===== src/rtl/tr_pcm_player_pkg.sv =====
// tr_pcm_player shared types and constants.
// Optional build macro: TR_PCM_PLAYER_MUTE_ON_UNDERRUN_EN.
package tr_pcm_player_pkg;

  typedef enum logic [1:0] {
    ST_IDLE,
    ST_REQ,
    ST_WAIT
  } state_t;

  localparam logic       ADR_A4      = 1'b0;
  localparam logic       ADR_A5      = 1'b1;
  localparam logic [7:0] PCM_SILENCE = 8'h80;

endpackage


===== src/rtl/tr_pcm_player_if.sv =====
// tr_pcm responder bus: req/ack write handshake plus data lanes.
// master = player side, slave = tr_pcm side.
interface tr_pcm_player_if;
  import tr_pcm_player_pkg::*;

  logic       req;
  logic       ack;
  logic       wrt;
  logic       adr;
  logic [7:0] dbo;
  logic [7:0] dbi;

  modport master (
    output req,
    output wrt,
    output adr,
    output dbo,
    input  ack,
    input  dbi
  );

  modport slave (
    input  req,
    input  wrt,
    input  adr,
    input  dbo,
    output ack,
    output dbi
  );

endinterface


===== src/rtl/tr_pcm_player_fifo.sv =====
// pcm_sample_fifo: 8-bit sample FIFO, depth 2**FIFO_AW.
// Read data is the current head, valid whenever empty is low.
module pcm_sample_fifo
  import tr_pcm_player_pkg::*;
#(
  parameter int FIFO_AW = 3
) (
  input  logic             clk21m,
  input  logic             reset_n,
  input  logic             push,
  input  logic             pop,
  input  logic [7:0]       din,
  output logic [7:0]       dout,
  output logic [FIFO_AW:0] level,
  output logic             full,
  output logic             empty
);

  localparam int DEPTH = 1 << FIFO_AW;

  logic [7:0]         mem [DEPTH];
  logic [FIFO_AW-1:0] wp;
  logic [FIFO_AW-1:0] rp;
  logic               do_push;
  logic               do_pop;

  assign full    = (level == (FIFO_AW+1)'(DEPTH));
  assign empty   = (level == '0);
  assign do_pop  = pop & ~empty;
  // a pop frees the head slot, so a full FIFO may take a push
  assign do_push = push & (~full | do_pop);
  assign dout    = mem[rp];

  always_ff @(posedge clk21m or negedge reset_n) begin
    if (!reset_n) begin
      wp    <= '0;
      rp    <= '0;
      level <= '0;
    end else begin
      if (do_push)
        wp <= wp + 1'b1;
      if (do_pop)
        rp <= rp + 1'b1;
      case ({do_push, do_pop})
        2'b10:   level <= level + 1'b1;
        2'b01:   level <= level - 1'b1;
        default: ;
      endcase
    end
  end

  always_ff @(posedge clk21m) begin
    if (do_push)
      mem[wp] <= din;
  end

endmodule


===== src/rtl/tr_pcm_player.sv =====
// tr_pcm_player: paces buffered PCM samples onto tr_pcm A4h, cfg to A5h.
// Macro TR_PCM_PLAYER_MUTE_ON_UNDERRUN_EN: write 80h on underrun ticks.
module tr_pcm_player
  import tr_pcm_player_pkg::*;
#(
  parameter int FIFO_AW     = 3,
  parameter int PERIOD      = 1368,
  parameter int ACK_TIMEOUT = 15
) (
  input  logic             clk21m,
  input  logic             reset_n,
  input  logic             enable,
  input  logic             s_valid,
  output logic             s_ready,
  input  logic [7:0]       s_data,
  input  logic             cfg_req,
  input  logic [7:0]       cfg_data,
  output logic             cfg_busy,
  tr_pcm_player_if.master  bus,
  output logic [FIFO_AW:0] fifo_level,
  output logic             underrun,
  output logic             bus_err,
  input  logic             status_clr
);

  localparam int CW = $clog2(PERIOD);
  localparam int TW = $clog2(ACK_TIMEOUT + 1);

  state_t        state;
  logic [CW-1:0] count;
  logic [TW-1:0] wcnt;
  logic          tick;
  logic          tick_pend;
  logic          cfg_pend;
  logic [7:0]    cfg_reg;
  logic          cur_cfg;
  logic          full;
  logic          empty;
  logic          push;
  logic [7:0]    fifo_dout;
  logic          start_cfg;
  logic          start_smp;
  logic          udr_hit;
  logic          wait_to;
  logic          unused_dbi;

  assign unused_dbi = ^bus.dbi;

  assign s_ready = reset_n & ~full;
  assign push    = s_valid & s_ready;
  assign tick    = enable
                 & (count == CW'(PERIOD - 1));

  // cfg wins; sample work needs enable so a
  // falling enable starts nothing new
  assign start_cfg = (state == ST_IDLE)
                   & cfg_pend;
  assign start_smp = (state == ST_IDLE)
                   & ~cfg_pend & enable
                   & tick_pend & ~empty;
  assign udr_hit   = (state == ST_IDLE)
                   & ~cfg_pend & enable
                   & tick_pend & empty;
  assign wait_to   = (state == ST_WAIT)
                   & ~bus.ack
                   & (wcnt == TW'(ACK_TIMEOUT - 1));

  assign cfg_busy = cfg_pend
                  | (cur_cfg & (state != ST_IDLE));

  pcm_sample_fifo #(
    .FIFO_AW (FIFO_AW)
  ) u_fifo (
    .clk21m  (clk21m),
    .reset_n (reset_n),
    .push    (push),
    .pop     (start_smp),
    .din     (s_data),
    .dout    (fifo_dout),
    .level   (fifo_level),
    .full    (full),
    .empty   (empty)
  );

  always_ff @(posedge clk21m or negedge reset_n) begin
    if (!reset_n) begin
      count     <= '0;
      tick_pend <= 1'b0;
      cfg_pend  <= 1'b0;
      cfg_reg   <= '0;
      underrun  <= 1'b0;
      bus_err   <= 1'b0;
    end else begin
      if (!enable || tick)
        count <= '0;
      else
        count <= count + 1'b1;

      if (!enable)
        tick_pend <= 1'b0;
      else if (tick)
        tick_pend <= 1'b1;
      else if (start_smp || udr_hit)
        tick_pend <= 1'b0;

      if (cfg_req) begin
        cfg_pend <= 1'b1;
        cfg_reg  <= cfg_data;
      end else if (start_cfg) begin
        cfg_pend <= 1'b0;
      end

      if (status_clr) begin
        underrun <= 1'b0;
        bus_err  <= 1'b0;
      end else begin
        if (udr_hit)
          underrun <= 1'b1;
        if (wait_to)
          bus_err <= 1'b1;
      end
    end
  end

  always_ff @(posedge clk21m or negedge reset_n) begin
    if (!reset_n) begin
      state   <= ST_IDLE;
      bus.req <= 1'b0;
      bus.wrt <= 1'b0;
      bus.adr <= ADR_A4;
      bus.dbo <= '0;
      cur_cfg <= 1'b0;
      wcnt    <= '0;
    end else begin
      unique case (state)
        ST_IDLE: begin
          bus.req <= 1'b0;
          bus.wrt <= 1'b0;
          bus.adr <= ADR_A4;
          bus.dbo <= '0;
          unique case (1'b1)
            start_cfg: begin
              state   <= ST_REQ;
              bus.req <= 1'b1;
              bus.wrt <= 1'b1;
              bus.adr <= ADR_A5;
              bus.dbo <= cfg_reg;
              cur_cfg <= 1'b1;
            end
            start_smp: begin
              state   <= ST_REQ;
              bus.req <= 1'b1;
              bus.wrt <= 1'b1;
              bus.adr <= ADR_A4;
              bus.dbo <= fifo_dout;
              cur_cfg <= 1'b0;
            end
`ifdef TR_PCM_PLAYER_MUTE_ON_UNDERRUN_EN
            udr_hit: begin
              state   <= ST_REQ;
              bus.req <= 1'b1;
              bus.wrt <= 1'b1;
              bus.adr <= ADR_A4;
              bus.dbo <= PCM_SILENCE;
              cur_cfg <= 1'b0;
            end
`endif
            default: ;
          endcase
        end
        ST_REQ: begin
          bus.req <= 1'b0;
          bus.wrt <= 1'b0;
          wcnt    <= '0;
          if (bus.ack) begin
            state   <= ST_IDLE;
            bus.adr <= ADR_A4;
            bus.dbo <= '0;
          end else begin
            state <= ST_WAIT;
          end
        end
        ST_WAIT: begin
          // timeout drops the cycle; sample is lost
          if (bus.ack || wait_to) begin
            state   <= ST_IDLE;
            bus.adr <= ADR_A4;
            bus.dbo <= '0;
          end else begin
            wcnt <= wcnt + 1'b1;
          end
        end
        default: state <= ST_IDLE;
      endcase
    end
  end

endmodule


===== src/flat_wrapper.sv =====
// flat-port wrapper written by rule: the top's interface ports become plain ports
module tr_pcm_player_flat import tr_pcm_player_pkg::*;
#(
  parameter int FIFO_AW     = 3,
  parameter int PERIOD      = 1368,
  parameter int ACK_TIMEOUT = 15
)
  (clk21m, reset_n, enable, s_valid, s_ready, s_data, cfg_req, cfg_data, cfg_busy, fifo_level, underrun, bus_err, status_clr, bus_req, bus_wrt, bus_adr, bus_dbo, bus_ack, bus_dbi);
  tr_pcm_player_if bus_i ();
  input  logic clk21m;
  input  logic reset_n;
  input  logic enable;
  input  logic s_valid;
  output logic s_ready;
  input  logic [7:0] s_data;
  input  logic cfg_req;
  input  logic [7:0] cfg_data;
  output logic cfg_busy;
  output logic [FIFO_AW:0] fifo_level;
  output logic underrun;
  output logic bus_err;
  input  logic status_clr;
  output wire logic [$bits(bus_i.req)-1:0] bus_req;
  output wire logic [$bits(bus_i.wrt)-1:0] bus_wrt;
  output wire logic [$bits(bus_i.adr)-1:0] bus_adr;
  output wire logic [$bits(bus_i.dbo)-1:0] bus_dbo;
  input wire logic [$bits(bus_i.ack)-1:0] bus_ack;
  input wire logic [$bits(bus_i.dbi)-1:0] bus_dbi;
  assign bus_req = bus_i.req;
  assign bus_wrt = bus_i.wrt;
  assign bus_adr = bus_i.adr;
  assign bus_dbo = bus_i.dbo;
  assign bus_i.ack = bus_ack;
  assign bus_i.dbi = bus_dbi;
  tr_pcm_player #(.FIFO_AW(FIFO_AW), .PERIOD(PERIOD), .ACK_TIMEOUT(ACK_TIMEOUT)) u_core (.clk21m(clk21m), .reset_n(reset_n), .enable(enable), .s_valid(s_valid), .s_ready(s_ready), .s_data(s_data), .cfg_req(cfg_req), .cfg_data(cfg_data), .cfg_busy(cfg_busy), .bus(bus_i), .fifo_level(fifo_level), .underrun(underrun), .bus_err(bus_err), .status_clr(status_clr));
endmodule

===== config.mk =====
export PLATFORM = sky130hd
export DESIGN_NAME = tr_pcm_player_flat
export DESIGN_NICKNAME = d
export VERILOG_FILES = /design/src/rtl/tr_pcm_player_pkg.sv /design/src/rtl/tr_pcm_player_if.sv /design/src/rtl/tr_pcm_player_fifo.sv /design/src/rtl/tr_pcm_player.sv /design/src/flat_wrapper.sv
export SDC_FILE = /design/constraint.sdc
export NUM_CORES = 1
export LEC_CHECK = 0
export ABC_AREA = 1
export BUFFER_PORTS_ARGS = -buffer_cell sky130_fd_sc_hd__buf_2
export CORE_MARGIN = 3
export CORE_UTILIZATION = 24
export CTS_CLUSTER_DIAMETER = 200
export CTS_CLUSTER_SIZE = 10
export DETAILED_ROUTE_END_ITERATION = 16
export HOLD_SLACK_MARGIN = 0.03
export SYNTH_ARGS = -nofsm -noshare
export SYNTH_HDL_FRONTEND = slang
export SYNTH_HIERARCHICAL = 1
export SYNTH_SLANG_ARGS = --single-unit

===== constraint.sdc =====
create_clock -name clk21m -period 4.6 [get_ports clk21m]
set_input_delay 0.46 -clock clk21m [delete_from_list [all_inputs] [get_ports clk21m]]
set_output_delay 0.46 -clock clk21m [all_outputs]
set_load 0.02 [all_outputs]

-- Word-level counts from Yosys, hierarchy flattened
Memory sizes are Yosys's and may differ from the RTL's.
Cells that the tools add are included.
- register bits after elaboration: 50
- memory bits (writable): 64
- input bits: 31
- output and inout port bits: 19
- logic and storage cells: 104
- memories kept: 1
- add/sub/neg operators: 6
- equality and inequality tests: 12
- muxes and demuxes: 30
- bitwise gates (word level): 20
- reduce and logical (&&, ||, !) cells: 20
- memory list (memory ; depth ; bits a word ; rd ports ; clocked after memory_dff ; wr ports ; line ; text):
    u_core.u_fifo.mem ; 8 ; 8 ; 1 ; 0 ; 1 ; tr_pcm_player_fifo.sv:21 ; logic [7:0] mem [DEPTH];
- operators with widths (cell ; number):
    8-bit one-hot mux with 3 select lines ; 1
    8-bit two-way mux ; 2
    4-bit one-hot mux with 2 select lines ; 2
    8-bit one-hot mux with 2 select lines ; 1
    2-bit nonzero test ; 8
    1-bit two-way mux ; 15
    1-bit bitwise AND ; 14
    11-bit by 1-bit adder with 11-bit output (second input constant) ; 1
    11-bit == test (second input constant) ; 1
    11-bit two-way mux ; 1
    4-bit by 1-bit adder with 4-bit output (second input constant) ; 2
    4-bit == test (second input constant) ; 2
    2-bit != test (second input constant) ; 4
    3-bit by 1-bit adder with 3-bit output (second input constant) ; 2
    2-bit two-way mux ; 3
    2-bit one-hot mux with 3 select lines ; 1
    2-bit AND reduction ; 3
    2-bit by 1-bit == test with 1-bit output (second input constant) ; 2
    2-bit == test (second input constant) ; 2
    4-bit logical NOT ; 1
    4-bit two-way mux ; 1
    1-bit inverter ; 4
    1-bit one-hot mux with 2 select lines ; 2
    4-bit by 1-bit subtractor with 4-bit output (second input constant) ; 1
    9 further kinds ; 12

-- Depth between registers and ports, before layout
- depth after elaboration: 10
- depth in mapped cells: 16
- depth with buffers taken out: 16

-- By module
Netlist, hierarchy kept.
- by module, submodules not included (module ; times used ; cells an instance ; area each (um^2) ; sequential area each (um^2)):
    pcm_sample_fifo ; 1 ; 254 ; 3128.0 ; 2172.1
    tr_pcm_player ; 1 ; 250 ; 2031.9 ; 1001.0

-- Worst setup path before layout
Ideal clock, no wire load.
- path type: reg-to-reg
- start: register u_core.u_fifo.level[1]
- end: register u_core.u_fifo.level[3]
- setup time: 0.113 ns
- data arrival time: 2.510 ns
- required time: 4.487 ns
- setup slack: 1.977 ns
- stages on the path, launching flop included: 15
- path buffers: 0
- period minus slack after synthesis: 2.623 ns
- path through: dfrtp_1 nor2_2 nand3_1 inv_1 nor3b_1 inv_1 nand3_1 inv_1 ha_1 a21oi_1 nand3_1 nand2_1 nand3_1 nand2_1 inv_1
- elaborated cells between the ends (all ways): 16
- those cells by class: add/sub: 2; eq/ne: 3; mux: 1; bitwise: 8; reduce/logical: 2
- RTL lines (item ; line ; text):
    start, declared ; tr_pcm_player_fifo.sv:14 ; output logic [FIFO_AW:0] level,
    start signal, assigned ; tr_pcm_player_fifo.sv:45 ; 2'b10: level <= level + 1'b1;
    start signal, assigned ; tr_pcm_player_fifo.sv:46 ; 2'b01: level <= level - 1'b1;
    4-bit == test (*) ; tr_pcm_player_fifo.sv:27 ; assign full = (level == (FIFO_AW+1)'(DEPTH));
    net u_core.full ; tr_pcm_player.sv:37 ; logic full;
    1-bit inverter (*) ; tr_pcm_player.sv:49 ; assign s_ready = reset_n & ~full;
    1-bit bitwise AND (*) ; tr_pcm_player.sv:49 ;
    1-bit bitwise AND (*) ; tr_pcm_player.sv:50 ; assign push = s_valid & s_ready;
    net u_core.push ; tr_pcm_player.sv:39 ; logic push;
    1-bit bitwise AND (*) ; tr_pcm_player_fifo.sv:31 ; assign do_push = push & (~full | do_pop);
    2-bit by 1-bit == test with 1-bit output / 2-bit == test (equally long branches) ; tr_pcm_player_fifo.sv:44 ; case ({do_push, do_pop})
    4-bit one-hot mux with 2 select lines / 2-bit nonzero test (equally long branches) ; n/a ;
The timed path passes the listed nets; every way through them passes the cells marked *.
A chain may end at the register's enable or synchronous reset.

-- Worst setup path after layout
- start: register u_core.state[0]
- end: memory u_core.u_fifo.mem[5][5], enable pin
- cells in the longest elaborated chain, start to end: 10
- ends and longest elaborated chain (item ; line ; text):
    start, declared ; tr_pcm_player.sv:29 ; state_t state;
    start signal, assigned ; tr_pcm_player.sv:127 ; state <= ST_IDLE;
    start signal, assigned ; tr_pcm_player.sv:143 ; state <= ST_REQ;
    start signal, assigned ; tr_pcm_player.sv:151 ; state <= ST_REQ;
    2-bit logical NOT ; tr_pcm_player.sv:58 ; assign start_smp = (state == ST_IDLE)
    1-bit bitwise AND (2 in a row) ; tr_pcm_player.sv:59 ; & ~cfg_pend & enable
    1-bit bitwise AND (2 in a row) ; tr_pcm_player.sv:60 ; & tick_pend & ~empty;
    net u_core.start_smp ; tr_pcm_player.sv:42 ; logic start_smp;
    1-bit bitwise AND ; tr_pcm_player_fifo.sv:29 ; assign do_pop = pop & ~empty;
    1-bit bitwise OR ; tr_pcm_player_fifo.sv:31 ;
    1-bit bitwise AND ; tr_pcm_player_fifo.sv:31 ;
    1-bit two-way mux ; tr_pcm_player_fifo.sv:53 ; if (do_push)
    1-bit two-way mux (not written as such) ; tr_pcm_player_fifo.sv:54 ; mem[wp] <= din;
    end, declared ; tr_pcm_player_fifo.sv:21 ;
The timed path passes the listed nets, and every way through them passes these cells.

==> impl_metrics.ini <==
[status]
status = completed

[clock_network]
cts-root-buf = clkbuf_16
clock_sinks = 114
cts_buffers = 17
cts_resized = 0
clockBufferDepth = 2
cts_setup_buffers = 0
clkLatencyLatePin_ns = 0.41
hold_buffers = 0
htreeDepth = 4
clkTransAtPathRegs_ns = 0.06
cts_tree = done

[hold_path]
holdPathStages = 2
hp-class = input port to flop

[power]
p_leak_nw = 2.75
power_density_nw_per_um2 = 542
worst_ir_drop_vdd_v = 0.000191

[worst_setup_path]
path_common_cell = nand2_4
critPathArrivalTime_ns = 2.92
critPathMaxFanout = 10
endpoint_kind = flop
ff2ff_path_depth = 10
critical_path.max_stage_delay_ns = 0.85
required_ns = 4.62
crit_path_cell_trace = inv_1 > ha_1 > nand2_2 > nor2_8 > nand2_4 > inv_1 > nand2_4 > nand2_4 > nand2_2 > nor4_2
crit_path_start_kind = flop
cp_slowest_cell = nor4_2
worstSetupPathType = flop to flop

[grt]
grt-ovfl-total = 0
grt_pass1_wl_um = 18300
antenna_found_initial = 1
grt_max_degree = 51
track_usage = 0.0990
grt_pass1_vias = 3671

[synthesis]
syn_area_um2 = 5160
syn-num-nets = 548
yosysSeqAreaShare = 0.615
synth.most_common_cell = nand2_1
synth_edf_count = 64
synth_top_area_cell = edfxtp_1
yosys-top-cells-area = edfxtp_1, dfrtp_1, nand2_1
ys.flop_type = edfxtp_1
async_flop_share = 0.439
ys_seq_elements = 114
yosysTopAreaCellShare = 0.372
synthCells = 504
ys_warn_count = 6
ys_types = 33
yosys-top-cells-count = nand2_1, edfxtp_1, nor2_1, dfrtp_1
avgSynthCellArea_um2 = 10.2

[sta]
setup_viol = 0
tightest_slew_ns = 1.08
finClkSkew_ns = 0.0106
fin_crit_sh = 0.630
fin_setup_tns_ns = 0
maxSlewViolCount = 0
final-hold-violation-count = 0
grt_setup_unrepaired = false
finalCriticalPeriod_ns = 2.90
slew_headroom = 0.275
max_freq_mhz = 345

[cells_and_area]
area_growth_pct = 22.7
fin_cells = 846
largest_reg_flops = 64
reg.largest.list = u_core/u_fifo/mem: 64 flops, u_core/count: 11 flops
nets = 602
antenna_cells = 0
largest_register = u_core/u_fifo/mem
layout-drive-gt1-share = 0.179

[floorplanning]
core.rowCount = 53
boundaryPins = 50
core_area_um2 = 21100
die_w_um = 153
dieArea_um2 = 23300
chipHeight_um = 153
start_util = 0.245

[placed_design]
finalWeightedCongestion = 0.791
port_buffers = 41
placed_cells = 814
place_hpwl_um = 7490

[drt]
drt_pass1_iterations = 5
vias = 3589
via_per_inst = 4.24
drt-initial-drc-count = 239
drc = 0
wl_per_cell_um = 13.1
ant_nets = 0
drt_wl_total_um = 11000

[flow_run]
cap_violations = 0
==> where the power goes <==
group | internal [mW] | switching, mW | leakage [nW]
Combinational | 0.220 | 0.469 | 1.23
Clock | 0.966 | 0.473 | 0.310
Sequential | 1.21 | 0.0930 | 1.22
==> worst paths after layout <==
path | start | to | slack (ns)
min in group asynchronous | reset_n | u_core/wcnt[2] | 0.29
worst min-delay path | status_clr | u_core/bus_err | 0.22
max in group asynchronous | reset_n | u_core/count[2] | 3.87
worst max register to register | u_core/state[0] | u_core/u_fifo/mem[5][5] | 1.70
worst min register to register | u_core/cfg_reg[7] | u_core/cfg_reg[7] | 0.47
worst max-delay path | u_core/state[0] | u_core/u_fifo/mem[5][5] | 1.70
==> stage by stage <==
stage / area [um2] / power, mW / utilization / setup slack, ns / hold WS [ns]
finish: 6330 / 3.43 / 0.300 / 1.70 / 0.218
global route: 6330 / 3.63 / 0.300 / 1.47 / 0.196
CTS: 6330 / 3.49 / 0.300 / 1.65 / 0.191
detailed placement: 5680 / 2.02 / 0.269 / 1.66 / 0.460
global placement: 5680 / 2.01 / 0.269 / 1.70 / 0.455
floorplan: 5160 / 1.81 / - / 1.98 / 0.164
==> cell families (layout without fill, tap and decap cells) <==
logic type	Yosys count	count (layout)	synth area share
and+or+nand+nor	252	252	0.218
DFF	114	114	0.615
AOI/OAI and AO/OA	58	58	0.0604
buffers and inverters	50	117	0.0427
adders and majority gates	13	13	0.0330
muxes	9	9	0.0177
xor gates and xnor gates	8	8	0.0136
==> placed cells by master (no fill, tap or decap) <==
master | synthesis | final
a21boi_0 | 1 | 1
a21oi_1 | 8 | 8
a31oi_1 | 1 | 1
buf_2 | 8 | 41
buf_4 | 2 | 6
bufinv_16 | 0 | 5
clkbuf_16 | 0 | 17
clkinv_1 | 4 | 4
clkinv_2 | 0 | 1
clkinv_4 | 0 | 3
clkinvlp_4 | 0 | 3
dfrtp_1 | 50 | 50
edfxtp_1 | 64 | 64
fa_1 | 1 | 1
ha_1 | 12 | 12
inv_1 | 33 | 33
inv_2 | 1 | 1
inv_6 | 0 | 3
mux2_2 | 1 | 1
mux2i_1 | 8 | 8
nand2_1 | 127 | 127
nand2_2 | 7 | 7
nand2_4 | 5 | 5
nand3_1 | 33 | 33
nand3_2 | 2 | 2
nand4_1 | 3 | 3
nor2_1 | 63 | 63
nor2_2 | 3 | 3
nor2_8 | 2 | 2
nor3_1 | 4 | 4
nor3b_1 | 2 | 2
nor4_2 | 1 | 1
o211ai_2 | 1 | 1
o21ai_0 | 28 | 28
o21ai_1 | 11 | 11
o22ai_1 | 8 | 8
xnor2_1 | 3 | 3
xor2_1 | 5 | 5
==> final cells by class <==
| cell class | count | area (um2) |
|---|---|---|
| well taps | 275 | 344 |
| clock inverters | 15 | 230 |
| repair buffers | 47 | 250 |
| clock buffers | 17 | 425 |
| fillers | 2190 | 14800 |
| inverters | 38 | 143 |
| flip-flops and latches | 114 | 3170 |
| multi-input cells | 340 | 1770 |
==> metal layers <==
metal	global-route usage	part of all wire	wire length (um)	vias up
li1	-	-	-	1796
met3	0.0324	0.048	534	19
met4	0.0467	0.021	227	2
met5	0	0.0012	13	-
met1	0.122	0.45	4980	1690
met2	0.158	0.48	5290	82
==> critical path, delay by kind of cell (launching register included) <==
kind	cells	cell delay [ns]
adders and majority gates	1	0.26
and+or+nand+nor	7	1.57
buffers and inverters	2	0.27
DFF	1	0.42
Note: power is estimated with default switching activity, not from simulation.
